==> src/rtl/sad_result_tx_pkg.sv <==
// Shared types and constants for the SAD result transmitter: FSM states,
// frame geometry and the packed snapshot of the three result words.
package sad_tx_pkg;

    typedef enum logic [1:0] {
        IDLE,
        SEND,
        DONE
    } tx_state_e;

    localparam int         FRAME_LEN      = 14;
    localparam logic [7:0] HEADER_DEFAULT = 8'hA5;
    localparam int         IDX_W          = 4;

    typedef logic [IDX_W-1:0] byte_idx_t;

    localparam byte_idx_t LAST_IDX = byte_idx_t'(FRAME_LEN - 1);

    typedef struct packed {
        logic [31:0] v0;
        logic [31:0] v1;
        logic [31:0] min_sad;
    } snapshot_t;

    // sel 0 picks the most significant byte so frames go out MSB first.
    function automatic logic [7:0] word_byte(input logic [31:0] w, input logic [1:0] sel);
        logic [7:0] b;
        case (sel)
            2'd0:    b = w[31:24];
            2'd1:    b = w[23:16];
            2'd2:    b = w[15:8];
            default: b = w[7:0];
        endcase
        return b;
    endfunction

endpackage

==> src/rtl/sad_result_tx_if.sv <==
// Byte stream valid/ready link between the result transmitter and its consumer.
interface sad_result_tx_if;

    logic [7:0] TxData;
    logic       TxValid;
    logic       TxReady;

    modport master (
        output TxData,
        output TxValid,
        input  TxReady
    );

    modport slave (
        input  TxData,
        input  TxValid,
        output TxReady
    );

endinterface

==> src/rtl/sad_result_tx_pc_stall_detector.sv <==
// Detects the jump-to-self halt loop: PC must repeat for STABLE_CYCLES
// consecutive compares before a single-cycle halt pulse is raised.
module pc_stall_detector #(
    parameter int STABLE_CYCLES = 8
) (
    input  logic        Clk,
    input  logic        Rst,
    input  logic [31:0] PC,
    input  logic        enable,
    output logic        halt,
    output logic        pc_changed
);

    localparam int                 CNT_W   = $clog2(STABLE_CYCLES + 1);
    localparam logic [CNT_W-1:0]   CNT_MAX = CNT_W'(STABLE_CYCLES);

    logic [31:0]      prev_pc_q;
    logic             prev_valid_q;
    logic [CNT_W-1:0] count_q;
    logic [CNT_W-1:0] count_d;
    logic             pc_same;

    // The run length is held at zero whenever detection is disabled, so
    // leaving DONE always restarts the count from scratch.
    always_comb begin
        pc_same    = prev_valid_q && (PC == prev_pc_q);
        pc_changed = prev_valid_q && (PC != prev_pc_q);
        count_d    = '0;
        if (enable && pc_same) begin
            count_d = (count_q == CNT_MAX) ? CNT_MAX : count_q + 1'b1;
        end
        halt = enable && pc_same && (count_q == CNT_MAX - 1'b1);
    end

    always_ff @(posedge Clk or negedge Rst) begin
        if (!Rst) begin
            prev_pc_q    <= '0;
            prev_valid_q <= 1'b0;
            count_q      <= '0;
        end else begin
            prev_pc_q    <= PC;
            prev_valid_q <= 1'b1;
            count_q      <= count_d;
        end
    end

endmodule

==> src/rtl/sad_result_tx.sv <==
// Result transmitter: on datapath halt, snapshots v0/v1/min SAD and streams a
// 14-byte checksummed frame over a zero-bubble valid/ready byte link.
module sad_result_tx
    import sad_tx_pkg::*;
#(
    parameter int         STABLE_CYCLES = 8,
    parameter logic [7:0] HEADER        = HEADER_DEFAULT
) (
    input  logic                   Clk,
    input  logic                   Rst,
    input  logic [31:0]            PC,
    input  logic [31:0]            V0,
    input  logic [31:0]            V1,
    input  logic [31:0]            MinSAD,
    sad_result_tx_if.master        tx,
    output logic                   Done,
    output logic                   Busy
);

    tx_state_e  state_q;
    byte_idx_t  idx_q;
    snapshot_t  snap_q;
    logic [7:0] csum_q;
    logic       valid_q;
    logic       done_q;
    logic       busy_q;

    logic       halt;
    logic       pc_changed;
    logic       accept;
    logic [7:0] frame_byte;

    pc_stall_detector #(
        .STABLE_CYCLES (STABLE_CYCLES)
    ) u_stall (
        .Clk        (Clk),
        .Rst        (Rst),
        .PC         (PC),
        .enable     (state_q == IDLE),
        .halt       (halt),
        .pc_changed (pc_changed)
    );

    always_comb begin
        frame_byte = 8'h00;
        case (idx_q)
            4'd0:                       frame_byte = HEADER;
            4'd1, 4'd2, 4'd3, 4'd4:     frame_byte = word_byte(snap_q.v0, 2'(idx_q - 4'd1));
            4'd5, 4'd6, 4'd7, 4'd8:     frame_byte = word_byte(snap_q.v1, 2'(idx_q - 4'd5));
            4'd9, 4'd10, 4'd11, 4'd12:  frame_byte = word_byte(snap_q.min_sad, 2'(idx_q - 4'd9));
            4'd13:                      frame_byte = csum_q;
            default:                    frame_byte = 8'h00;
        endcase
    end

    assign accept     = valid_q && tx.TxReady;
    assign tx.TxData  = valid_q ? frame_byte : 8'h00;
    assign tx.TxValid = valid_q;
    assign Done       = done_q;
    assign Busy       = busy_q;

    // Byte k+1 becomes visible on the same edge that accepts byte k, which is
    // what gives back-to-back transfers with TxReady held high.
    always_ff @(posedge Clk or negedge Rst) begin
        if (!Rst) begin
            state_q <= IDLE;
            idx_q   <= '0;
            snap_q  <= '0;
            csum_q  <= 8'h00;
            valid_q <= 1'b0;
            done_q  <= 1'b0;
            busy_q  <= 1'b0;
        end else begin
            done_q <= 1'b0;
            case (state_q)
                IDLE: begin
                    if (halt) begin
                        snap_q  <= '{v0: V0, v1: V1, min_sad: MinSAD};
                        csum_q  <= 8'h00;
                        idx_q   <= '0;
                        valid_q <= 1'b1;
                        busy_q  <= 1'b1;
                        state_q <= SEND;
                    end
                end
                SEND: begin
                    if (accept) begin
                        if (idx_q == LAST_IDX) begin
                            valid_q <= 1'b0;
                            busy_q  <= 1'b0;
                            done_q  <= 1'b1;
                            idx_q   <= '0;
                            state_q <= DONE;
                        end else begin
                            if (idx_q != '0) begin
                                csum_q <= csum_q ^ frame_byte;
                            end
                            idx_q <= idx_q + 1'b1;
                        end
                    end
                end
                DONE: begin
                    if (pc_changed) begin
                        state_q <= IDLE;
                    end
                end
                default: state_q <= IDLE;
            endcase
        end
    end

endmodule
==> src/flat_wrapper.sv <==
// flat-port wrapper written by rule: the top's interface ports become plain ports
module sad_result_tx_flat import sad_tx_pkg::*;
#(
    parameter int         STABLE_CYCLES = 8,
    parameter logic [7:0] HEADER        = HEADER_DEFAULT
)
  (Clk, Rst, PC, V0, V1, MinSAD, Done, Busy, tx_TxData, tx_TxValid, tx_TxReady);
  sad_result_tx_if tx_i ();
  input  logic Clk;
  input  logic Rst;
  input  logic [31:0] PC;
  input  logic [31:0] V0;
  input  logic [31:0] V1;
  input  logic [31:0] MinSAD;
  output logic Done;
  output logic Busy;
  output wire logic [$bits(tx_i.TxData)-1:0] tx_TxData;
  output wire logic [$bits(tx_i.TxValid)-1:0] tx_TxValid;
  input wire logic [$bits(tx_i.TxReady)-1:0] tx_TxReady;
  assign tx_TxData = tx_i.TxData;
  assign tx_TxValid = tx_i.TxValid;
  assign tx_i.TxReady = tx_TxReady;
  sad_result_tx #(.STABLE_CYCLES(STABLE_CYCLES), .HEADER(HEADER)) u_core (.Clk(Clk), .Rst(Rst), .PC(PC), .V0(V0), .V1(V1), .MinSAD(MinSAD), .tx(tx_i), .Done(Done), .Busy(Busy));
endmodule
==> config.mk <==
export PLATFORM = sky130hd
export DESIGN_NAME = sad_result_tx_flat
export DESIGN_NICKNAME = d
export VERILOG_FILES = /design/src/rtl/sad_result_tx_pkg.sv /design/src/rtl/sad_result_tx_if.sv /design/src/rtl/sad_result_tx_pc_stall_detector.sv /design/src/rtl/sad_result_tx.sv /design/src/flat_wrapper.sv
export SDC_FILE = /design/constraint.sdc
export NUM_CORES = 1
export LEC_CHECK = 0
export CORE_MARGIN = 2
export CORE_UTILIZATION = 50
export CTS_BUF_LIST = sky130_fd_sc_hd__clkbuf_4
export CTS_CLUSTER_SIZE = 12
export DETAILED_ROUTE_END_ITERATION = 12
export DONT_BUFFER_PORTS = 1
export PLACE_DENSITY_LB_ADDON = 0.12
export SLEW_MARGIN = 20
export SYNTH_ARGS = -nofsm -noshare
export SYNTH_HDL_FRONTEND = slang
export SYNTH_SLANG_ARGS = --single-unit
==> constraint.sdc <==
create_clock -name Clk -period 3.1 [get_ports Clk]
set_clock_uncertainty 0.15 [all_clocks]
set_input_delay 0.465 -clock Clk [delete_from_list [all_inputs] [get_ports Clk]]
set_output_delay 0.465 -clock Clk [all_outputs]
set_load 0.02 [all_outputs]
# [After elaboration in Yosys (flattened, before gate mapping)]
# Index checks and enable logic that the tools add are counted.
[totals] ff_bits=149 word_cells=96
[classes] addsub=5 eq_ne=31 n_mux=28 n_bitwise=1 n_reduce_logical=20
[ops] cell="case mux 8 bit (3 select lines)" n=3
[ops] cell="2-to-1 mux 8 bit" n=5
[ops] cell="case mux 8 bit (5 select lines)" n=1
[ops] cell="== test 32 bit" n=1
[ops] cell="inequality test 32 bit" n=1
[ops] cell="== test 4 bit (second input constant)" n=7
[ops] cell="== test 4 x 3 -> 1 bit (second input constant)" n=5
[ops] cell="2-to-1 mux 4 bit" n=5
[ops] cell="case mux 8 bit (2 select lines)" n=1
[ops] cell="OR reduction 4 bit" n=3
[ops] cell="inequality test 2 x 1 -> 1 bit (second input constant)" n=5
[ops] cell="adder 4 x 1 -> 4 bit (second input constant)" n=2
[ops] cell="== test 2 x 1 -> 1 bit (second input constant)" n=4
[ops] cell="== test 2 bit (second input constant)" n=4
[ops] cell="== test 4 x 2 -> 1 bit (second input constant)" n=2
[ops] cell="zero test 2 bit" n=4
[ops] cell="2-to-1 mux 2 bit" n=4
[ops] cell="case mux 4 bit (2 select lines)" n=1
[ops] cell="AND reduction 4 bit" n=2
[ops] cell="XOR 8 bit" n=1
[ops] cell="2-to-1 mux 1 bit" n=6
[ops] cell="case mux 2 bit (3 select lines)" n=1
[ops] cell="subtractor 2 x 1 -> 2 bit (second input constant)" n=3
[ops] cell="logical AND 1 bit" n=5
[ops] cell="9 further kinds" n=9

# [Logic depth before layout (Yosys ltp)]
[logic_depth] depth_word=9 depth_mapped=8 mapped_depth_nobuf=6

# [Cells and area by module]
# Synthesis repeated with hierarchy kept, for this count alone.
[hier_totals] hier_cells=751 hier_area_um2=6954.2
[by_module_without_submodules] mod="sad_result_tx" instances=1 cells_per_inst=651 area_each_um2=5495.3 seq_area_each_um2=2802.7
[by_module_without_submodules] mod="pc_stall_detector" instances=1 cells_per_inst=100 area_each_um2=1458.9 seq_area_each_um2=925.9

# [Worst setup path after synthesis]
# No wires, ideal clock.
[synth_path] path_kind="register to output" start="register u_core.idx_q[1]" end="output port tx_TxData[1]" t_arrival_ps=1747 t_required_ps=2485 slack_ps=738 stages_incl_launch_ff=7 cell_sequence="dfrtp_1 > buf_4 > buf_4 > mux2i_1 > mux4_2 > a21oi_1 > and2_1"
[synth_via] elab_chain_cells=5
[synth_rtl] item="start, declared" line="sad_result_tx.sv:21" text="byte_idx_t idx_q;"
[synth_rtl] item="start signal, assigned" line="sad_result_tx.sv:98" text="idx_q <= idx_q + 1'b1;"
[synth_rtl] item="subtractor 2 x 1 -> 2 bit" line="sad_result_tx.sv:48, sad_result_tx.sv:49, sad_result_tx.sv:50"
[synth_rtl] item="== test 2 bit (tied with other cells)" line="sad_result_tx_pkg.sv:28" text="case (sel)"
[synth_rtl] item="case mux 8 bit (3 select lines)" line="sad_result_tx_pkg.sv:28"
[synth_rtl] item="case mux 8 bit (5 select lines) (*)" line="sad_result_tx.sv:46" text="case (idx_q)"
[synth_rtl] item="2-to-1 mux 8 bit (*)" line="sad_result_tx.sv:57" text="assign tx.TxData = valid_q ? frame_byte : 8'h00;"
[synth_rtl] item="end, declared" line="flat_wrapper.sv:17" text="output wire logic [$bits(tx_i.TxData)-1:0] tx_TxData;"
# Every way passes the cells marked *; elsewhere a longest branch is shown, timed or not.

# [Worst setup path in the final report]
[layout_path] start="register u_core.idx_q[1]" end="output port tx_TxData[5]"
# The elaborated chain is that of the path after synthesis.

==> results_dict.tcl <==
set metrics [dict create \
    status "finished with violations" \
    violations "negative hold slack" \
    fin_cells 829 \
    grt_usage 0.222 \
    post-place-ws_ns 0.481 \
    post-route-util 0.654 \
    fin_hold_ws_ns -0.546 \
    dieArea_mm2 0.0144 \
    synth_edf_count 0 \
    drt-total-wl_um 15200 \
    dpl_cell_area_mm2 0.00694 \
    root_buffer "clkbuf_4" \
    min_path_type "in2async" \
    drtAntennaViolNets 0 \
    relSlewSlack 0.428 \
    drc 0 \
    syn_area_mm2 0.00671 \
    timing.fmax_mhz 336 \
    setup_ws_ns 0.125 \
    crit_path_max_incr_delay_ns 0.54 \
    crit_fanout 5 \
    power.density_mw_per_mm2 381 \
    slew_violations 0 \
    nFillCells 1025 \
    ios 142 \
    hold_viol 149 \
    path_cells "buf_4 > mux4_2 > a22oi_2 > o221ai_2 > and2_4" \
    drt_pass1_iterations 4 \
    worstPathBufferInverterCount 1 \
    setup_tns_ns 0 \
    async_flop_share 1.00 \
    synth-seq-area-share 0.556 \
    cts_buffers 17 \
    routabilityCongestion 0.807 \
    placed_cells 662 \
    finalCritPeriodShare 0.960 \
    cts_tree "done" \
    cp_data_arrival_time_ns 2.36 \
    io_buffers 0 \
    coreArea_mm2 0.0132 \
    synth_ff_type "dfrtp_1" \
    drive_gt1_frac 0.296 \
    die_h_um 120 \
    hpwl_um 9810 \
    worstPathRequired_ns 2.48 \
    antenna_found_initial 1 \
    leakage_nw 3.93 \
    clk_pin_slew_ns 0.13 \
    synthTopCellsByCount "dfrtp_1, mux2_2, xnor2_1" \
    clkLatencyLatePin_ns 0.56 \
    cts_htree_levels 4 \
    tightest_slew_ns 0.848 \
    grt_first_pass_wirelength_um 24300 \
    fin_nets 773 \
    drtIter0Drc 294 \
    yosysMostFrequentCell "dfrtp_1" \
    wl_per_cell_um 18.3 \
    yosysWarnings 0 \
    maxCapViolCount 0 \
    grt_max_degree 150 \
    synth_top_cell_by_area "dfrtp_1" \
    ys_types 43 \
    critPathTopFamily "multiplexers" \
    initial_utilization 0.508 \
    synthTopCellsByArea "dfrtp_1, mux2_2, mux4_2, xnor2_1, mux2i_1" \
    clock_sinks 149 \
    synth_nets 631 \
    slowest_stage "mux4_2" \
    synth-seq-cells 149 \
    crit_path_start_kind "register" \
    via_per_inst 5.41 \
    rows 42 \
    grt_overflow_total 0 \
    die_w_um 120 \
    fin_crit_ns 2.97 \
    cts_buffer_depth 2 \
    crit_path_end_kind "primary output" \
    area_growth_pct 28.7 \
    max-vdd-ir-drop_uv 292 \
    syn_avg_cell_area_um2 13.5 \
    fin_area_mm2 0.00863 \
    syn_inst 498 \
    cts_hold_repair.buffers 129 \
    synth_top_area_share 0.556 \
    path_class "reg2out" \
    vias 4489 \
    grt_pass1_vias 4754 \
    finalSetupViolCount 0 \
]
==> final timing paths <==
path / slack (ns) / startpoint / end / depth (start not counted)
max in group asynchronous: 3.10 / Rst / u_core.snap_q[64]$_DFFE_PN0P_ / 0
hold reg to reg: 0.34 / u_core.csum_q[4]$_DFFE_PN0P_ / u_core.csum_q[4]$_DFFE_PN0P_ / 1
min in group Clk: 0.22 / PC[25] / u_core.u_stall.count_q[1]$_DFF_PN0_ / 6
hold / removal: -0.55 / Rst / u_core.u_stall.prev_pc_q[8]$_DFF_PN0_ / 0
setup reg to reg: 0.47 / u_core.u_stall.prev_pc_q[27]$_DFF_PN0_ / u_core.snap_q[88]$_DFFE_PN0P_ / 7
setup / recovery: 0.13 / u_core.idx_q[1]$_DFFE_PN0P_ / tx_TxData[5] / 5
==> sequential cells by signal, indices dropped and copies added, names as in the netlist <==
| signal | flops |
|---|---|
| u_core.idx_q | 4 |
| u_core.snap_q | 96 |
| u_core.u_stall.count_q | 4 |
| u_core.Done | 1 |
| u_core.u_stall.prev_pc_q | 32 |
| u_core.u_stall.prev_valid_q | 1 |
| u_core.tx.TxValid | 1 |
| u_core.state_q | 2 |
| u_core.csum_q | 8 |
==> routing by layer <==
metal / up-vias / share of wire / GRT usage
met5: - / 0 / 0
met4: 0 / 0.013 / 0.0691
met3: 18 / 0.056 / 0.0627
met2: 124 / 0.50 / 0.355
met1: 2251 / 0.43 / 0.296
li1: 2096 / - / -
==> metrics by stage <==
step / hold slack, ns / power, W
final: -0.546 / 0.00329
after global routing: -0.626 / 0.00343
after CTS: -0.604 / 0.00332
after detailed placement: 0.0242 / 0.00205
after global placement: 0.0237 / 0.00205
after floorplan: 0.0194 / 0.00205
==> report_power, final <==
group | switching (W) | internal, W
clock network | 0.000674 | 0.000464
logic | 0.0000403 | 0.000136
registers | 0.0000105 | 0.00196
==> logic make-up (layout without fill, tap and decap cells) <==
kind of cell,after synthesis,after routing,share of synthesized area
DFF,149,149,0.556
muxes,130,130,0.234
and+or+nand+nor,84,84,0.0660
AOI/OAI and AO/OA,63,63,0.0681
buffers and inverters,36,189,0.0285
xor gates and xnor gates,33,33,0.0431
adders and majority gates,2,2,0.00373
other,1,3,0.000559
==> layout make-up <==
| cell class | instances | area, µm² | area share |
|---|---|---|---|
| antenna | 2 | 5.00 | 0.000580 |
| multi-input combinational | 313 | 2860 | 0.331 |
| clock buffer | 18 | 135 | 0.0157 |
| clock inverter | 12 | 115 | 0.0133 |
| tap | 176 | 220 | 0.0255 |
| sequential | 149 | 3730 | 0.432 |
| inverter | 7 | 30.0 | 0.00348 |
| timing repair buffer | 152 | 1540 | 0.178 |
==> what timing repair did <==
action	CTS	global route
pin swaps	0	2
endpoints found under the setup margin	8	8
resized for setup	3	24
setup buffers	4	1
endpoints found under the hold margin	279	149
gates cloned	0	1
==> cells in the final DEF, fill, tap and decap left out, types with 3 or more instances in the layout <==
cell,count
and2_4,5
mux4_2,11
nor2b_1,3
mux2_2,104
a31oi_1,6
and2_2,3
nor4_1,3
mux2i_1,15
o21ai_0,6
buf_4,17
nor2_1,17
dlygate4sd3_1,129
clkinv_2,5
clkbuf_4,18
a21oi_2,3
clkinv_1,3
xnor2_1,24
a221oi_1,3
xor2_1,9
a22o_1,4
o221ai_2,3
dfrtp_1,147
nor3b_1,6
and3_1,4
a211o_1,5
nand2b_1,8
a22oi_2,4
inv_1,5
clkinvlp_4,4
nand4_1,9
a21oi_1,7
o22a_1,4
nand2_1,18
buf_12,4
a22oi_1,9
(Power assumes the default switching activity.)
